**src/rtl/alu_muldiv_seq_pkg.sv**
```systemverilog
`default_nettype none
// ============================================================================
// Module  : alu_muldiv_seq_pkg
// Purpose : Shared MDU op-code encodings, op-code width and FSM state type
//           for the iterative multiply/divide unit.
// Ports   : none (package)
// Revision: 1.0 - initial release
// ============================================================================
package alu_muldiv_seq_pkg;

  localparam int MDU_OP_WIDTH = 3;

  localparam logic [MDU_OP_WIDTH-1:0] MDU_OP_MULT  = 3'd0;
  localparam logic [MDU_OP_WIDTH-1:0] MDU_OP_MULTU = 3'd1;
  localparam logic [MDU_OP_WIDTH-1:0] MDU_OP_DIV   = 3'd2;
  localparam logic [MDU_OP_WIDTH-1:0] MDU_OP_DIVU  = 3'd3;
  localparam logic [MDU_OP_WIDTH-1:0] MDU_OP_MTHI  = 3'd4;
  localparam logic [MDU_OP_WIDTH-1:0] MDU_OP_MTLO  = 3'd5;

  typedef enum logic [1:0] {
    ST_IDLE = 2'd0,
    ST_RUN  = 2'd1,
    ST_FIX  = 2'd2
  } mdu_state_t;

endpackage : alu_muldiv_seq_pkg
`default_nettype wire

```
**src/rtl/alu_muldiv_seq_divstep.sv**
```systemverilog
`default_nettype none
// ============================================================================
// Module  : alu_muldiv_seq_divstep
// Purpose : One combinational restoring-divide step. Shifts the next dividend
//           bit into the partial remainder, trial-subtracts the divisor and
//           keeps the difference when it does not borrow.
// Ports   : rem      in  WIDTH  partial remainder (always < divisor when divisor != 0)
//           in_bit   in  1      next dividend bit, MSB first
//           divisor  in  WIDTH  divisor magnitude
//           rem_next out WIDTH  updated partial remainder
//           q_bit    out 1      quotient bit produced by this step
// Revision: 1.0 - initial release
// ============================================================================
module alu_muldiv_seq_divstep #(
  parameter int WIDTH = 32
) (
  input  logic [WIDTH-1:0] rem,
  input  logic             in_bit,
  input  logic [WIDTH-1:0] divisor,
  output logic [WIDTH-1:0] rem_next,
  output logic             q_bit
);

  logic [WIDTH:0] diff;

  // One extra bit holds the borrow: the shifted remainder can reach
  // 2*divisor-1, which needs WIDTH+1 bits.
  assign diff     = {rem, in_bit} - {1'b0, divisor};
  assign q_bit    = ~diff[WIDTH];
  assign rem_next = q_bit ? diff[WIDTH-1:0] : {rem[WIDTH-2:0], in_bit};

endmodule : alu_muldiv_seq_divstep
`default_nettype wire

```
**src/rtl/alu_muldiv_seq.sv**
```systemverilog
`default_nettype none
// ============================================================================
// Module  : alu_muldiv_seq
// Purpose : Iterative radix-2 multiply/divide unit (MULT/MULTU/DIV/DIVU)
//           writing architectural HI/LO; also services MTHI/MTLO.
//           IDLE -> RUN (WIDTH cycles) -> FIX (1 cycle) -> IDLE.
// Ports   : clk      in  1      rising-edge clock
//           rst_n    in  1      asynchronous active-low reset
//           start    in  1      op request, honoured only while idle
//           op       in  OP_W   MULT=0 MULTU=1 DIV=2 DIVU=3 MTHI=4 MTLO=5
//           op1      in  WIDTH  rs operand (multiplicand/dividend/MT data)
//           op2      in  WIDTH  rt operand (multiplier/divisor)
//           flush    in  1      abort in-flight op / discard request
//           busy     out 1      operation in progress
//           done     out 1      one-cycle pulse, new HI/LO valid
//           div_zero out 1      last completed DIV/DIVU had op2 == 0
//           hi, lo   out WIDTH  HI / LO registers
// Revision: 1.0 - initial release
// ============================================================================
module alu_muldiv_seq
  import alu_muldiv_seq_pkg::*;
#(
  parameter int WIDTH = 32,
  parameter int CNT_W = 6,
  parameter int OP_W  = MDU_OP_WIDTH
) (
  input  logic             clk,
  input  logic             rst_n,
  input  logic             start,
  input  logic [OP_W-1:0]  op,
  input  logic [WIDTH-1:0] op1,
  input  logic [WIDTH-1:0] op2,
  input  logic             flush,
  output logic             busy,
  output logic             done,
  output logic             div_zero,
  output logic [WIDTH-1:0] hi,
  output logic [WIDTH-1:0] lo
);

  // --------------------------------------------------------------------------
  // State and datapath registers
  // --------------------------------------------------------------------------
  mdu_state_t       state;
  mdu_state_t       state_next;
  logic [CNT_W-1:0] cnt;
  logic [WIDTH-1:0] acc;      // product high half / partial remainder
  logic [WIDTH-1:0] qr;       // multiplier -> product low half / dividend -> quotient
  logic [WIDTH-1:0] dvs;      // multiplicand / divisor magnitude
  logic             run_div;  // operation in flight is a divide
  logic             neg_q;    // product or quotient must be negated
  logic             neg_r;    // remainder must be negated (dividend was negative)
  logic             dz_pend;  // divisor of the in-flight divide is zero

  // --------------------------------------------------------------------------
  // Request decode
  // --------------------------------------------------------------------------
  logic is_mult, is_multu, is_div, is_divu, is_mthi, is_mtlo;
  logic op_signed, op_md, idle, md_req, mt_req;
  logic op1_neg, op2_neg;
  logic [WIDTH-1:0] op1_mag, op2_mag;

  assign is_mult   = (op == OP_W'(MDU_OP_MULT));
  assign is_multu  = (op == OP_W'(MDU_OP_MULTU));
  assign is_div    = (op == OP_W'(MDU_OP_DIV));
  assign is_divu   = (op == OP_W'(MDU_OP_DIVU));
  assign is_mthi   = (op == OP_W'(MDU_OP_MTHI));
  assign is_mtlo   = (op == OP_W'(MDU_OP_MTLO));

  assign op_signed = is_mult | is_div;
  assign op_md     = is_mult | is_multu | is_div | is_divu;
  assign idle      = (state == ST_IDLE);
  // flush squashes any request presented in the same cycle
  assign md_req    = idle & start & ~flush & op_md;
  assign mt_req    = idle & start & ~flush & (is_mthi | is_mtlo);

  assign op1_neg   = op_signed & op1[WIDTH-1];
  assign op2_neg   = op_signed & op2[WIDTH-1];
  // The most-negative value maps onto itself, which is the correct unsigned
  // magnitude 2**(WIDTH-1).
  assign op1_mag   = op1_neg ? (~op1 + 1'b1) : op1;
  assign op2_mag   = op2_neg ? (~op2 + 1'b1) : op2;

  // --------------------------------------------------------------------------
  // Per-step arithmetic
  // --------------------------------------------------------------------------
  // Shift-add multiply: conditionally add the multiplicand into the high half,
  // then shift {carry, acc, qr} right by one; the retired multiplier bit makes
  // room for the product bit falling out of acc.
  logic [WIDTH:0]   mul_sum;
  logic [WIDTH-1:0] ds_rem;
  logic             ds_qbit;

  assign mul_sum = {1'b0, acc} + (qr[0] ? {1'b0, dvs} : {(WIDTH+1){1'b0}});

  alu_muldiv_seq_divstep #(
    .WIDTH (WIDTH)
  ) u_divstep (
    .rem      (acc),
    .in_bit   (qr[WIDTH-1]),
    .divisor  (dvs),
    .rem_next (ds_rem),
    .q_bit    (ds_qbit)
  );

  // --------------------------------------------------------------------------
  // Sign correction applied in FIX
  // --------------------------------------------------------------------------
  logic [2*WIDTH-1:0] prod_fix;
  logic [WIDTH-1:0]   quo_fix;
  logic [WIDTH-1:0]   rem_fix;
  logic               fix_wr;

  assign prod_fix = neg_q ? (~{acc, qr} + 1'b1) : {acc, qr};
  assign quo_fix  = neg_q ? (~qr + 1'b1) : qr;
  // With a zero divisor every trial subtraction succeeds without changing the
  // value, so acc ends up holding |op1|; re-applying the dividend sign gives
  // back the original op1 bits required in HI.
  assign rem_fix  = neg_r ? (~acc + 1'b1) : acc;
  assign fix_wr   = (state == ST_FIX) & ~flush;

  // --------------------------------------------------------------------------
  // FSM
  // --------------------------------------------------------------------------
  always_ff @(posedge clk or negedge rst_n) begin
    if (!rst_n) begin
      state <= ST_IDLE;
    end else begin
      state <= state_next;
    end
  end

  always_comb begin
    state_next = state;
    unique case (state)
      ST_IDLE: if (md_req) state_next = ST_RUN;
      ST_RUN: begin
        if (flush) begin
          state_next = ST_IDLE;
        end else if (cnt == CNT_W'(1)) begin
          state_next = ST_FIX;
        end
      end
      ST_FIX:  state_next = ST_IDLE;
      default: state_next = ST_IDLE;
    endcase
  end

  // --------------------------------------------------------------------------
  // Iteration datapath
  // --------------------------------------------------------------------------
  always_ff @(posedge clk or negedge rst_n) begin
    if (!rst_n) begin
      cnt     <= '0;
      acc     <= '0;
      qr      <= '0;
      dvs     <= '0;
      run_div <= 1'b0;
      neg_q   <= 1'b0;
      neg_r   <= 1'b0;
      dz_pend <= 1'b0;
    end else if (md_req) begin
      cnt     <= CNT_W'(WIDTH);
      acc     <= '0;
      qr      <= op1_mag;
      dvs     <= op2_mag;
      run_div <= is_div | is_divu;
      neg_q   <= op1_neg ^ op2_neg;
      neg_r   <= is_div & op1_neg;
      dz_pend <= (is_div | is_divu) & (op2 == '0);
    end else if (state == ST_RUN) begin
      if (flush) begin
        cnt <= '0;
      end else begin
        cnt <= cnt - CNT_W'(1);
        if (run_div) begin
          acc <= ds_rem;
          qr  <= {qr[WIDTH-2:0], ds_qbit};
        end else begin
          acc <= mul_sum[WIDTH:1];
          qr  <= {mul_sum[0], qr[WIDTH-1:1]};
        end
      end
    end
  end

  // --------------------------------------------------------------------------
  // Architectural HI/LO and status outputs
  // --------------------------------------------------------------------------
  always_ff @(posedge clk or negedge rst_n) begin
    if (!rst_n) begin
      hi       <= '0;
      lo       <= '0;
      done     <= 1'b0;
      busy     <= 1'b0;
      div_zero <= 1'b0;
    end else begin
      done <= fix_wr;
      busy <= (state_next != ST_IDLE);
      if (fix_wr) begin
        if (run_div) begin
          lo       <= dz_pend ? '1 : quo_fix;
          hi       <= rem_fix;
          div_zero <= dz_pend;
        end else begin
          {hi, lo} <= prod_fix;
        end
      end else if (mt_req) begin
        if (is_mthi) begin
          hi <= op1;
        end else begin
          lo <= op1;
        end
      end
    end
  end

endmodule : alu_muldiv_seq
`default_nettype wire

```
**config.mk**
```make
export PLATFORM = sky130hd
export DESIGN_NAME = alu_muldiv_seq
export DESIGN_NICKNAME = d
export VERILOG_FILES = /design/src/rtl/alu_muldiv_seq_pkg.sv /design/src/rtl/alu_muldiv_seq_divstep.sv /design/src/rtl/alu_muldiv_seq.sv
export SDC_FILE = /design/constraint.sdc
export NUM_CORES = 1
export LEC_CHECK = 0
export CORE_AREA = 2 2 186 188
export DETAILED_ROUTE_END_ITERATION = 10
export DIE_AREA = 0 0 188 190
export PLACE_DENSITY = 0.72
export SYNTH_ARGS = -nofsm -noshare
export SYNTH_HDL_FRONTEND = slang
export SYNTH_SLANG_ARGS = --single-unit
export TNS_END_PERCENT = 100
```
**constraint.sdc**
```tcl
create_clock -name clk -period 3.75 [get_ports clk]
set_clock_uncertainty 0.15 [all_clocks]
set_input_delay 0.5625 -clock clk [delete_from_list [all_inputs] [get_ports clk]]
set_output_delay 0.5625 -clock clk [all_outputs]
set_load 0.005 [all_outputs]
```
# Word level (Yosys, flattened, before mapping)
# Index checks and enable logic that the tools add are counted.
# classes
addsub	8
eq_ne	10
mux	31
bitwise_logic	23
n_reduce_logical	11
# ops
operator	n
$mux W32	23
$add A32 B1 Y32 const B	4
$not A32 Y32	4
$add A64 B1 Y64 const B	1
$mux W64	1
$not A64 Y64	1
$add A32 B32 Y33	1
$sub A33 B32 Y33	1
$logic_not A32 Y1	1
$mux W6	3
$and A1 B1 Y1	9
$reduce_and A2 Y1	4
$reduce_bool A2 Y1	4
$eq A3 B2 Y1 const B	2
$eq A3 B3 Y1 const B	2
$eq A6 B1 Y1 const B	1
$mux W2	3
$or A1 B1 Y1	6
$sub A6 B1 Y6 const B	1
$ne A2 B1 Y1 const B	2
$pmux W2 S2	1
$eq A3 B1 Y1 const B	1
$logic_not A3 Y1	1
$eq A2 B1 Y1 const B	1
other kinds (4)	5
# word_totals
reg_bits	175
in_bits	71
out_inout_bits	67
wordCells	97

# Depth between registers and ports, before layout
# depth
depth_word	8
depth_mapped	15
mapped_depth_nobuf	13

# Modules after synthesis
# From an unflattened synthesis, not the netlist that was laid out.
# unflattened
hier_cells	1828
hier_area_um2	15138.3
# modules_own_cells
module	instances	cells_each	area_each_um2
alu_muldiv_seq	1	1523	12779.8
alu_muldiv_seq_divstep	1	305	2358.5

# Least setup slack after synthesis
# Ideal clock, no wire load.
# synth_path
path_type	register to register
from	register qr[31]
to	register acc[11]
setup_ns	0.132
arrival_time_ns	3.175
t_required_ns	3.468
setup_slack_ns	0.293
path_stages_with_launch	14
n_path_buf	1
synth_period_minus_slack_ns	3.457
cell_sequence	dfrtp_1 -> inv_1 -> ha_1 -> fa_1 -> nand2b_1 -> a21oi_1 -> o21ai_1 -> a21oi_1 -> o2111ai_1 -> a31o_1 -> a221oi_2 -> buf_2 -> mux2i_1 -> o21ai_1
# synth_via
elab_chain_cells	6
# synth_lines
element	line_no	source
from (decl)	alu_muldiv_seq.sv:48	logic [WIDTH-1:0] qr;
from (signal assigned)	alu_muldiv_seq.sv:165	qr <= op1_mag;
from (signal assigned)	alu_muldiv_seq.sv:178	qr <= {qr[WIDTH-2:0], ds_qbit};
from (signal assigned)	alu_muldiv_seq.sv:181	qr <= {mul_sum[0], qr[WIDTH-1:1]};
$sub A33 B32 Y33	alu_muldiv_seq_divstep.sv:28	assign diff = {rem, in_bit} - {1'b0, divisor};
$mux W32	alu_muldiv_seq_divstep.sv:30	assign rem_next = q_bit ? diff[WIDTH-1:0] : {rem[WIDTH-2:0], in_bit};
$mux W32	alu_muldiv_seq.sv:176	if (run_div) begin
$mux W32	alu_muldiv_seq.sv:172	if (flush) begin
$mux W32	alu_muldiv_seq.sv:171	end else if (state == ST_RUN) begin
$mux W32	alu_muldiv_seq.sv:162	end else if (md_req) begin
to (signal assigned)	alu_muldiv_seq.sv:177	acc <= ds_rem;
to (signal assigned)	alu_muldiv_seq.sv:180	acc <= mul_sum[WIDTH:1];
to (decl)	alu_muldiv_seq.sv:47	logic [WIDTH-1:0] acc;
# No other way between the ends. The select of a mux whose other input is x is not followed.
# A chain may end at the register's enable or synchronous reset.

# Worst setup path after layout
# layout_path
from	register acc[8]
to	register acc[9]
# layout_via
elab_chain_cells	6
# layout_lines
element	line_no
$sub A33 B32 Y33	alu_muldiv_seq_divstep.sv:28
$mux W32	alu_muldiv_seq_divstep.sv:30
$mux W32 *	alu_muldiv_seq.sv:176
$mux W32 *	alu_muldiv_seq.sv:172
$mux W32 *	alu_muldiv_seq.sv:171
$mux W32 *	alu_muldiv_seq.sv:162
# Every way passes the cells marked *; elsewhere a longest branch is shown, timed or not. The select of a mux whose other input is x is not followed.

==> flow_summary.json <==
{
  "multi_input_area_mm2": 0.009663,
  "synth.distinct_cells": 77,
  "critical_path.endpoint": "acc[9]",
  "share_of_post_route_cells_with_drive_strength_above_1_pct": 10.62,
  "setup.worst_path.end_class": "flip-flop",
  "final-seq-area_mm2": 0.004380,
  "final.setup.tns_ps": 0,
  "synth.ff_latch_count": 175,
  "post_layout_net_count": 2164,
  "final-hold-violation-count": 0,
  "pin_count_of_the_biggest_net_entering_global_routing": 86,
  "worst-slew-pin-transition_ps": 879.1,
  "place_hpwl_um": 36900,
  "htree_num_levels": 4,
  "syn_inst": 1815,
  "slowest_cell_on_crit_path": "sky130_fd_sc_hd__dfrtp_1",
  "synth_async_sr_flop_share_pct": 100.0,
  "die_width_um": 188,
  "first_global_vias": 14330,
  "synthFlopType": "sky130_fd_sc_hd__dfrtp_1",
  "synth_edf_count": 0,
  "fin_hold_ws_ps": 13.75,
  "rr_worst_depth": 12,
  "via_count": 14820,
  "ios": 138,
  "grt_pass1_wl_um": 76500,
  "number_of_search_and_repair_iterations_in_the_first_detailed_routing_pass": 5,
  "setup.reg_to_reg.worst_slack_ps": 100,
  "report.power.total_mw": 13.73,
  "antenna_violations_before_repair": 0,
  "route.detailed.vias_per_inst": 5.953,
  "critPathLaunchType": "flip-flop",
  "min_period_over_period_pct": 97.22,
  "critPathLaunch": "acc[8]",
  "critical_path.max_stage_delay_ps": 520,
  "dr.first_iter.drc_count": 1241,
  "place.gp.congestion": 0.9751,
  "path_cells": "ha_1, nand3_1, nor4b_1, o21ai_1, a21oi_2, o2111ai_2, a31o_1, a221oi_4, buf_12, buf_12, mux2i_1, a221oi_1",
  "hold_class": "in -> async",
  "p_per_area_mw_per_mm2": 761.8,
  "cts_tree": "yes",
  "fill_cells": 3178,
  "timing.final.crit_period_ps": 3646,
  "critical_path.most_common_cell": "sky130_fd_sc_hd__buf_12",
  "area_added_between_synthesis_and_finish_pct": 23.41,
  "critical_path_peak_fanout": 15,
  "post_detailed_routing_wire_length_um": 48430,
  "number_of_nets_in_the_synthesized_netlist": 1958,
  "fp.dieH_um": 190,
  "clockBufferDepth": 2,
  "groute.usage.overall_pct": 26.79,
  "drv.max_cap_violation_count": 0,
  "cts.reportedPaths.clkPinSlew_ps": 80,
  "route.antenna.remaining_nets": 0,
  "arrival_ps": 3840,
  "finalSetupViolCount": 0,
  "drcViolationCount": 0,
  "place.port_buffers": 137,
  "floorplan.rows": 68,
  "final_max_slew_viol_count": 0,
  "globalRoute.totalOverflow": 0,
  "synthesis.area_per_instance_um2": 8.050,
  "ctsRootBufferMaster": "sky130_fd_sc_hd__clkbuf_16",
  "synth_seq_area_share_pct": 29.97,
  "wire_per_inst_um": 19.46,
  "regToRegStartpoint": "acc[8]",
  "crit_required_ps": 3940,
  "type_of_the_worst_setup_path": "reg -> reg",
  "ir_drop_v": 0.0003827,
  "ys_warn_count": 0,
  "timing.slew.headroom_pct": 41.39,
  "total_leakage_power_nw": 7.817,
  "cts.sink_count": 175,
  "insertion_delay_ps": 450,
  "synthesis.area_mm2": 0.01461,
  "cts_inserted_buffers": 17,
  "floorplan.initialDensity_pct": 43.04,
  "die_footprint_mm2": 0.03572,
  "max_clock_freq_ghz": 0.2743,
  "run_status": "complete, no violations",
  "core_area_mm2": 0.03395,
  "diodes": 0,
  "rr_endpoint": "acc[9]"
}
through the flow:
step,instance area [µm²],utilization [%],cells,setup slack (ps)
floorplan,14610,-,1815,292.7
global placement,17390,51.22,2455,109.1
detailed placement,17390,51.22,2455,12.32
CTS,17980,52.98,2487,8.267
global route,18030,53.11,2489,-5.187
finish,18030,53.11,2489,104.4
area by class of cell:
type / count / area share [%]
clock inverter: 14 / 0.8675
timing repair buffer: 286 / 14.23
sequential: 175 / 24.30
inverter: 68 / 1.416
clock buffer: 18 / 2.436
multi-input combinational: 1473 / 53.59
tap: 455 / 3.158
how the worst min path moves through the flow:
stage / endpoint / depth (start not counted) / from / slack [ps]
2_1_floorplan: acc[0] / 0 / rst_n / 120
3_3_place_gp: dvs[4] / 2 / dvs[4] / 310
3_5_place_dp: dvs[7] / 2 / dvs[7] / 320
4_1_cts: lo[8] / 1 / rst_n / 60
5_1_grt: lo[2] / 1 / rst_n / 100
6_report: hi[11] / 1 / rst_n / 10
placed cells by master (no fill, tap or decap), types with 19 or more instances in the layout:
cell type                           n
sky130_fd_sc_hd__o21ai_0          152
sky130_fd_sc_hd__buf_4            143
sky130_fd_sc_hd__xor2_1            90
sky130_fd_sc_hd__clkdlybuf4s50_1  136
sky130_fd_sc_hd__nor2_1           120
sky130_fd_sc_hd__a211oi_1          20
sky130_fd_sc_hd__xnor2_1           81
sky130_fd_sc_hd__mux2i_1           80
sky130_fd_sc_hd__a22oi_1           21
sky130_fd_sc_hd__dfrtp_1          174
sky130_fd_sc_hd__a21oi_1           99
sky130_fd_sc_hd__a32oi_1           34
sky130_fd_sc_hd__ha_1              70
sky130_fd_sc_hd__o211ai_1          38
sky130_fd_sc_hd__or3_1             23
sky130_fd_sc_hd__nand2_1          260
sky130_fd_sc_hd__nor3_1            39
sky130_fd_sc_hd__o21ai_1           35
sky130_fd_sc_hd__inv_1             66
sky130_fd_sc_hd__a21o_1            30
sky130_fd_sc_hd__nand3_1           23
sky130_fd_sc_hd__o31ai_1           19
flip-flops by register name (all words and copies together) (netlist names):
signal,cells
div_zero,1
busy,1
state,2
neg_r,1
acc,32
run_div,1
dvs,32
qr,32
done,1
dz_pend,1
cnt,6
hi,32
lo,32
neg_q,1
timing repair:
action | CTS | global route
buffers inserted | 0 | 2
resized for setup | 0 | 8
hold buffers | 0 | 0
setup endpoints to repair | 0 | 29
routing by layer:
layer	part of all wire (%)	global-route usage, %
met1	42	35.02
met2	46	43.94
met3	7.7	3.911
met4	3.7	12.17
met5	0	0
cell families after synthesis:
family | count (synthesis) | synth area share [%]
AND/OR/NAND/NOR | 590 | 18.78
XOR/XNOR | 171 | 10.25
adder cells (fa/ha/maj) | 72 | 6.269
multiplexers | 85 | 5.866
flip-flops | 175 | 29.97
AO/OA/AOI/OAI | 555 | 24.46
buffers and inverters | 167 | 4.402
power by group:
| group | internal, mW | switching [mW] | leakage [nW] | total (mW) |
|---|---|---|---|---|
| clock network | 1.01 | 0.860 | 0.280 | 1.87 |
| registers | 2.52 | 0.681 | 2.20 | 3.20 |
| logic | 4.01 | 4.65 | 5.34 | 8.67 |
synth_stat cells (23+ instances only):
| cell | instances | area, µm² |
|---|---|---|
| sky130_fd_sc_hd__clkbuf_1 | 83 | 311.6 |
| sky130_fd_sc_hd__nand2_1 | 260 | 975.9 |
| sky130_fd_sc_hd__nor3_1 | 39 | 195.2 |
| sky130_fd_sc_hd__a32oi_1 | 34 | 297.8 |
| sky130_fd_sc_hd__or3_1 | 23 | 143.9 |
| sky130_fd_sc_hd__o21ai_1 | 34 | 170.2 |
| sky130_fd_sc_hd__inv_1 | 67 | 251.5 |
| sky130_fd_sc_hd__nor2_1 | 121 | 454.2 |
| sky130_fd_sc_hd__o21ai_0 | 153 | 765.7 |
| sky130_fd_sc_hd__dfrtp_1 | 175 | 4379 |
| sky130_fd_sc_hd__a21oi_1 | 102 | 510.5 |
| sky130_fd_sc_hd__mux2i_1 | 80 | 800.8 |
| sky130_fd_sc_hd__nand3_1 | 23 | 115.1 |
| sky130_fd_sc_hd__o211ai_1 | 38 | 285.3 |
| sky130_fd_sc_hd__xor2_1 | 90 | 788.3 |
| sky130_fd_sc_hd__a21o_1 | 30 | 225.2 |
| sky130_fd_sc_hd__xnor2_1 | 81 | 709.4 |
| sky130_fd_sc_hd__ha_1 | 70 | 875.8 |
worst max-delay path: cells and delay by family, from the launching register on:
family	cells	cell delay, ps
muxes	1	100
and+or+nand+nor	2	480
buffers and inverters	2	340
DFF	1	520
AOI/OAI and AO/OA	6	1560
adders and majority gates	1	370
(Power assumes the default switching activity.)
